<file path="config.mk">
export PLATFORM = sky130hd
export DESIGN_NAME = seg_scan_counter
export DESIGN_NICKNAME = d
export VERILOG_FILES = /design/src/rtl/seg_scan_counter.sv
export SDC_FILE = /design/constraint.sdc
export NUM_CORES = 1
export LEC_CHECK = 0
export ABC_CLOCK_PERIOD_IN_PS = 3000
export CAP_MARGIN = 30
export CORE_ASPECT_RATIO = 1.2
export CORE_MARGIN = 5
export CORE_UTILIZATION = 45
export CTS_CLUSTER_SIZE = 30
export DETAILED_ROUTE_END_ITERATION = 10
export SLEW_MARGIN = 20
export SYNTH_ARGS = -nofsm -noshare
export SYNTH_HDL_FRONTEND = slang
export SYNTH_SLANG_ARGS = --single-unit
</file>
<file path="constraint.sdc">
create_clock -name clk -period 3 [get_ports clk]
set_input_delay 0.6 -clock clk [delete_from_list [all_inputs] [get_ports clk]]
set_output_delay 0.6 -clock clk [all_outputs]
set_load 0.01 [all_outputs]
</file>
<file path="src/rtl/seg_scan_counter.sv">
// Up/down BCD counter with tick divider, multiplexed 7-segment scan,
// brightness PWM and leading-zero blanking, all driven directly from clk.
module seg_scan_counter #(
   parameter int DIGITS   = 4,
   parameter int TICK_DIV = 50000000,
   parameter int SCAN_DIV = 80000,
   parameter int PWM_BITS = 2
) (
   input  logic                  clk,
   input  logic                  rst,
   input  logic                  run,
   input  logic                  up,
   input  logic                  clear,
   input  logic [PWM_BITS-1:0]   light,
   input  logic                  blank_lz,
   output logic [6:0]            num,
   output logic [DIGITS-1:0]     en,
   output logic [4*DIGITS-1:0]   value,
   output logic                  wrap
);

   localparam int TCNT_W = $clog2(TICK_DIV);
   localparam int SCNT_W = $clog2(SCAN_DIV);
   localparam int SLOT_W = (DIGITS > 1) ? $clog2(DIGITS) : 1;

   logic [TCNT_W-1:0]   tcnt;
   logic                tick;
   logic [SCNT_W-1:0]   scnt;
   logic [SLOT_W-1:0]   slot;
   logic [PWM_BITS-1:0] p;

   logic [4*DIGITS-1:0] value_step;
   logic                step_carry;
   logic [3:0]          step_digit;
   logic [3:0]          cur_digit;
   logic [SLOT_W-1:0]   top_nz;
   logic                blanked;
   logic                lit;

   function automatic logic [6:0] seg7(input logic [3:0] d);
      case (d)
         4'd0:    seg7 = 7'h40;
         4'd1:    seg7 = 7'h79;
         4'd2:    seg7 = 7'h24;
         4'd3:    seg7 = 7'h30;
         4'd4:    seg7 = 7'h19;
         4'd5:    seg7 = 7'h12;
         4'd6:    seg7 = 7'h02;
         4'd7:    seg7 = 7'h78;
         4'd8:    seg7 = 7'h00;
         4'd9:    seg7 = 7'h10;
         default: seg7 = 7'h7F;
      endcase
   endfunction

   assign tick = (tcnt == TCNT_W'(TICK_DIV - 1));

   // NOTE: sequential state uses non-blocking assignments so every register
   // samples pre-edge values regardless of block ordering.
   always_ff @(posedge clk or posedge rst) begin
      if (rst) begin
         tcnt <= '0;
      end else if (clear || tick) begin
         tcnt <= '0;
      end else begin
         tcnt <= tcnt + 1'b1;
      end
   end

   // Ripple the +1/-1 through the digits; a carry out of the top digit is a wrap.
   always_comb begin
      // NOTE: every always_comb output gets a default first so no latch is inferred.
      value_step = value;
      step_carry = 1'b1;
      step_digit = 4'd0;
      for (int k = 0; k < DIGITS; k++) begin
         step_digit = value[4*k +: 4];
         if (step_carry) begin
            if (up) begin
               if (step_digit == 4'd9) begin
                  step_digit = 4'd0;
               end else begin
                  step_digit = step_digit + 4'd1;
                  step_carry = 1'b0;
               end
            end else begin
               if (step_digit == 4'd0) begin
                  step_digit = 4'd9;
               end else begin
                  step_digit = step_digit - 4'd1;
                  step_carry = 1'b0;
               end
            end
         end
         value_step[4*k +: 4] = step_digit;
      end
   end

   always_ff @(posedge clk or posedge rst) begin
      if (rst) begin
         value <= '0;
         wrap  <= 1'b0;
      end else begin
         wrap <= 1'b0;
         if (clear) begin
            value <= '0;
         end else if (tick && run) begin
            value <= value_step;
            wrap  <= step_carry;
         end
      end
   end

   always_ff @(posedge clk or posedge rst) begin
      if (rst) begin
         scnt <= '0;
         slot <= '0;
         p    <= '0;
      end else begin
         p <= p + 1'b1;
         if (scnt == SCNT_W'(SCAN_DIV - 1)) begin
            scnt <= '0;
            slot <= (slot == SLOT_W'(DIGITS - 1)) ? '0 : slot + 1'b1;
         end else begin
            scnt <= scnt + 1'b1;
         end
      end
   end

   // Digit under the scan slot, and the highest nonzero digit for blanking.
   always_comb begin
      cur_digit = 4'd0;
      top_nz    = '0;
      for (int k = 0; k < DIGITS; k++) begin
         if (slot == SLOT_W'(k)) cur_digit = value[4*k +: 4];
         if (value[4*k +: 4] != 4'd0) top_nz = SLOT_W'(k);
      end
   end

   assign blanked = blank_lz && (slot > top_nz);
   assign lit     = (p <= light) && !blanked;

   always_ff @(posedge clk or posedge rst) begin
      if (rst) begin
         num <= 7'h7F;
         en  <= '1;
      end else if (lit) begin
         num <= seg7(cur_digit);
         en  <= ~(DIGITS'(1) << slot);
      end else begin
         num <= 7'h7F;
         en  <= '1;
      end
   end

endmodule

</file>
# After elaboration in Yosys (flattened, before gate mapping)
# Memories as Yosys holds them, arrays and structs flattened.
# Cells that the tools add are included.
# totals
romBits	112
reg_bits	75
mem_count	1
inputBits	8
wordCells	103
# op_classes
reduce_logical	20
shifts	1
n_eq_ne	9
n_mux	46
n_bitwise	1
addsub	12
order_cmp	2
# mem_list
name	depth	word_bits	read_ports	rd_ports_with_merged_regs	write_ports	line	text
(no name shown)	16	7	1	0	0	41	case (d)
# op_table
op	count
two-way mux 4 bit	20
two-way mux 16 bit	2
adder 26 x 1 -> 26 bit (second input constant)	1
equality test 26 bit (second input constant)	1
two-way mux 26 bit	1
two-way mux 1 bit	18
adder 17 x 1 -> 17 bit (second input constant)	1
equality test 17 bit (second input constant)	1
two-way mux 17 bit	1
adder 4 x 1 -> 4 bit (second input constant)	4
equality test 4 bit (second input constant)	4
zero test 4 bit	4
subtractor 4 x 1 -> 4 bit (second input constant)	4
nonzero test 4 bit	3
nonzero test 2 bit	4
two-way mux 7 bit	1
two-way mux 2 bit	3
AND reduction 2 bit	3
adder 2 x 1 -> 2 bit (second input constant)	2
equality test 2 bit (second input constant)	2
NOT 4 bit	1
<< shifter 1 x 2 -> 4 bit (first input constant)	1
logical AND 1 bit	3
equality test 2 x 1 -> 1 bit (second input constant)	1
5 further kinds	5

# Longest topological paths before layout
# logic_depth
word_depth	9
mapped_depth	10
depth_no_buf	9

# Least setup slack after synthesis
# No wires, ideal clock.
# synth_path
path_type	reg-to-reg
from	register tcnt[8]
to	register value[12]
required_ns	2.872
path_slack_ns	0.695
setup_time_ns	0.128
synth_period_minus_slack_ns	2.305
stages_incl_launch_ff	6
arrival_time_ns	2.178
path_cell_list	dfrtp_1 -> or4_4 -> or4_4 -> nor3_4 -> nand2_2 -> mux2_1
# synth_between
elab_chain_cells	4
# synth_lines
item	line	text
start, declared	26	logic [TCNT_W-1:0] tcnt;
start signal, assigned	66	tcnt <= tcnt + 1'b1;
equality test 26 bit	56	assign tick = (tcnt == TCNT_W'(TICK_DIV - 1));
logical AND 1 bit	107	end else if (tick && run) begin
nonzero test 2 bit (no line)	n/a	
AND reduction 2 bit (no line)	n/a	
end signal, assigned	108	value <= value_step;
end, declared	18	output logic [4*DIGITS-1:0] value,
# Every way passes these cells.
# A chain may end at the register's enable or synchronous reset.

# Final worst setup path
# layout_path
from	input port up
to	register value[12]
# layout_between
elab_chain_cells	5
elab_cells_between_ends	11
cone_classes	9 x mux; 2 x reduce/logical
# layout_lines
item	line	text
start, declared	12	input logic up,
two-way mux 1 bit	79	if (up) begin
two-way mux 1 bit (2 in series)	78	if (step_carry) begin
nonzero test 2 bit (no line)	n/a	
AND reduction 2 bit (no line)	n/a	
# Several ways; a longest one is shown, not always the timed one. The select of a mux whose other input is x is not followed.

==> impl_metrics.py <==
metrics = {
    "synth": {
        "yosys.area.top_type": "dfrtp_1",
        "synth_fp_nets": 500,
        "yosysWarnings": 0,
        "synth-seq-cells": 75,
        "syn_avg_cell_area_sq_um": 9.06,
        "synth_cell_types": 56,
        "synth.top_cell.area_share_pct": 36.7,
        "synth-edff-count": 0,
        "synth_ff_type": "dfrtp_1",
        "synth_seq_area_share_pct": 43.3,
        "syn_inst": 482,
        "netlist_top_cells_area": "dfrtp_1, dfstp_2, xnor2_1, nor2_1, xor2_1",
        "async_flop_share_pct": 100,
        "synth_area_sq_um": 4370,
    },
    "die": {
        "die_x_microns": 99.9,
        "die_h_microns": 118,
        "start_util_pct": 45.9,
        "ios": 36,
        "row_count": 39,
        "die-area_sq_um": 11800,
        "core_sq_um": 9520,
    },
    "global_route": {
        "antenna_found_initial": 0,
        "grt_util_all_layers_pct": 16.6,
        "gr-total-overflow": 0,
        "grt_max_degree": 48,
        "grt_pass1_vias": 3507,
        "grt_pass1_wl_microns": 16000,
    },
    "clock_tree": {
        "clockBufferDepth": 2,
        "ctsRootBufferMaster": "clkbuf_16",
        "cts_resized": 0,
        "h-tree-depth": 3,
        "clock-sinks": 75,
        "clkLatencyLatePin_ns": 0.34,
        "cts_tree": "yes",
        "post-cts-setup-buffers": 0,
        "path_clk_slew_ns": 0.06,
        "cts_inserted_buffers": 9,
        "cts_hold_buffers": 0,
    },
    "final_layout": {
        "drive_above_1_share_pct": 11.3,
        "final_common_cell": "dfrtp_1",
        "antenna_cells": 0,
        "mostFrequentLayoutCells": "dfrtp_1, nor2_1, clkdlybuf4s50_1, nand2_1, xnor2_1",
        "nNetsFinal": 533,
        "syn2layout_area_growth_pct": 19.4,
        "nFillCells": 891,
    },
    "critical_path": {
        "arrival_ns": 2.73,
        "path_cells": "clkdlybuf4s50_1 -> buf_4 -> and3_1 -> o21ai_0 -> buf_4 -> nor4b_1 -> nand2_2 -> mux2_1",
        "r2r_start": "tcnt[8]$_DFF_PP0_",
        "r2r_cells": 5,
        "cp-end-kind": "register",
        "crit_fanout": 7,
        "reg2reg_setup_slack_ns": 0.63,
        "max_stage_delay_ns": 0.59,
        "cp_common_cell": "buf_4",
        "critPathRequiredTime_ns": 3.22,
        "start_kind": "input port",
        "critical-path-slowest-cell": "clkdlybuf4s50_1",
        "criticalPathCategory": "in2reg",
        "r2r-end": "value[3]$_DFFE_PP0P_",
    },
    "detailed_routing": {
        "vias_per_cell": 5.52,
        "drt_first_pass_iters": 4,
        "drc": 0,
        "routedWlPerCell_microns": 14.5,
        "drtIter0Drc": 106,
        "vias": 3548,
        "ant_nets": 0,
        "totalWireLength_microns": 9340,
    },
    "sta": {
        "fin_crit_sh_pct": 83.7,
        "finalWorstSetupSlack_ns": 0.489,
        "slew_viol_final": 0,
        "hold_viol_final": 0,
        "period_needed_ns": 2.51,
        "fin_setup_tns_ns": 0,
        "finalSetupViolCount": 0,
        "max_slew_margin_pct": 49.6,
        "clock_skew_ns": 0.00567,
        "clock.fmax_mhz": 398,
        "worst_slew_pin_slew_ns": 0.748,
        "rsz0062_at_grt": "no",
    },
    "pwr": {
        "intPower_mw": 1.77,
        "leakage_nw": 2.17,
        "power_frac_comb_pct": 4.6,
        "p_switching_uw": 468,
        "power_frac_clock_pct": 49.6,
        "power_frac_seq_pct": 45.9,
        "ir_worst_vdd_uv": 301,
        "swShare_pct": 20.9,
        "powerDensity_nw_per_um2": 430,
    },
    "placed_design": {
        "place_congestion": 0.870,
        "pre_cts_ws_ns": 0.148,
        "dp_hpwl_microns": 6570,
        "place.port_buffers": 35,
    },
    "min_path": {
        "hold_path_class": "reg2reg",
        "hold_end": "p[0]$_DFF_PP0_",
        "holdPathStages": 1,
        "hp-start": "p[0]$_DFF_PP0_",
    },
    "run_status": {
        "outcome": "finished clean",
    },
    "job": {
        "drv_cap": 0,
    },
}
## worst max-delay path by stage
stage	slack (ns)	start	to
finish	0.49	up	value[12]$_DFFE_PP0P_
global route	0.29	up	value[12]$_DFFE_PP0P_
CTS	0.51	up	value[12]$_DFFE_PP0P_
detailed placement	0.15	up	value[12]$_DFFE_PP0P_
global placement	0.21	up	value[12]$_DFFE_PP0P_
floorplan	0.51	rst	p[0]$_DFF_PP0_
## critical path, delay by kind of cell
kind / cells / cell delay, ns
buf+inv: 3 / 0.94
compound gates: 1 / 0.10
mux: 1 / 0.34
simple gates: 3 / 0.74
## power groups by stage
| stage | combinational (mW) | clock [mW] | sequential [mW] |
|---|---|---|---|
| 2_1_floorplan | 0.0580 | 0 | 1.05 |
| 3_3_place_gp | 0.104 | 0 | 1.05 |
| 3_5_place_dp | 0.106 | 0 | 1.05 |
| 4_1_cts | 0.106 | 1.14 | 1.03 |
| 5_1_grt | 0.116 | 1.18 | 1.03 |
| 6_report | 0.102 | 1.11 | 1.03 |
## kinds of logic after synthesis
kind of cell	Yosys count	share of synthesized area, %
and+or+nand+nor	222	27.7
DFF	75	43.3
AOI/OAI and AO/OA	74	11.0
xor gates and xnor gates	49	9.83
buffers and inverters	46	3.98
adders and majority gates	10	2.86
muxes	6	1.40
## state kept, by name, summed over array words and instances, names as in the netlist
name and count:
wrap 1, num 7, p 2, value 16
slot 2, tcnt 26, en 4, scnt 17
## metal layers
layer  global-route usage (%)  wire, microns
met5                        0              0
met4                     7.69            223
met3                     3.14            369
met2                     28.5           4650
met1                     19.7           4090
## synthesized netlist by cell type (all sizes together) (10+ instances only)
master and n:
ha 10, nand4 11, xor2 21, nor3 20, dfstp 11, dfrtp 64
and3 11, nor2b 12, inv 15, nand2 32, xnor2 28, a21oi 12
o21ai 24, nor2 62, nand3 20, clkbuf 29
## layout make-up
class	count	area (sq um)	share of cell area, %
flip-flops and latches	75	1890	36.2
inverters	15	56.3	1.08
well taps	123	154	2.95
repair buffers	53	498	9.55
multi-input cells	361	2300	44.2
clock inverters	4	47.5	0.911
clock buffers	12	267	5.11
## stage by stage
step                      instances  area [sq um]  total power, mW  hold WS, ns  util [%]
after global placement          627          4900             1.15        0.448      51.5
after floorplan                 482          4370             1.11        0.431         -
after detailed placement        627          4900             1.15        0.449      51.5
after CTS                       643          5220             2.27        0.459      54.8
after global routing            643          5220             2.32        0.483      54.8
final                           643          5220             2.24        0.453      54.8
No activity file was read; power rests on OpenSTA's default activity.
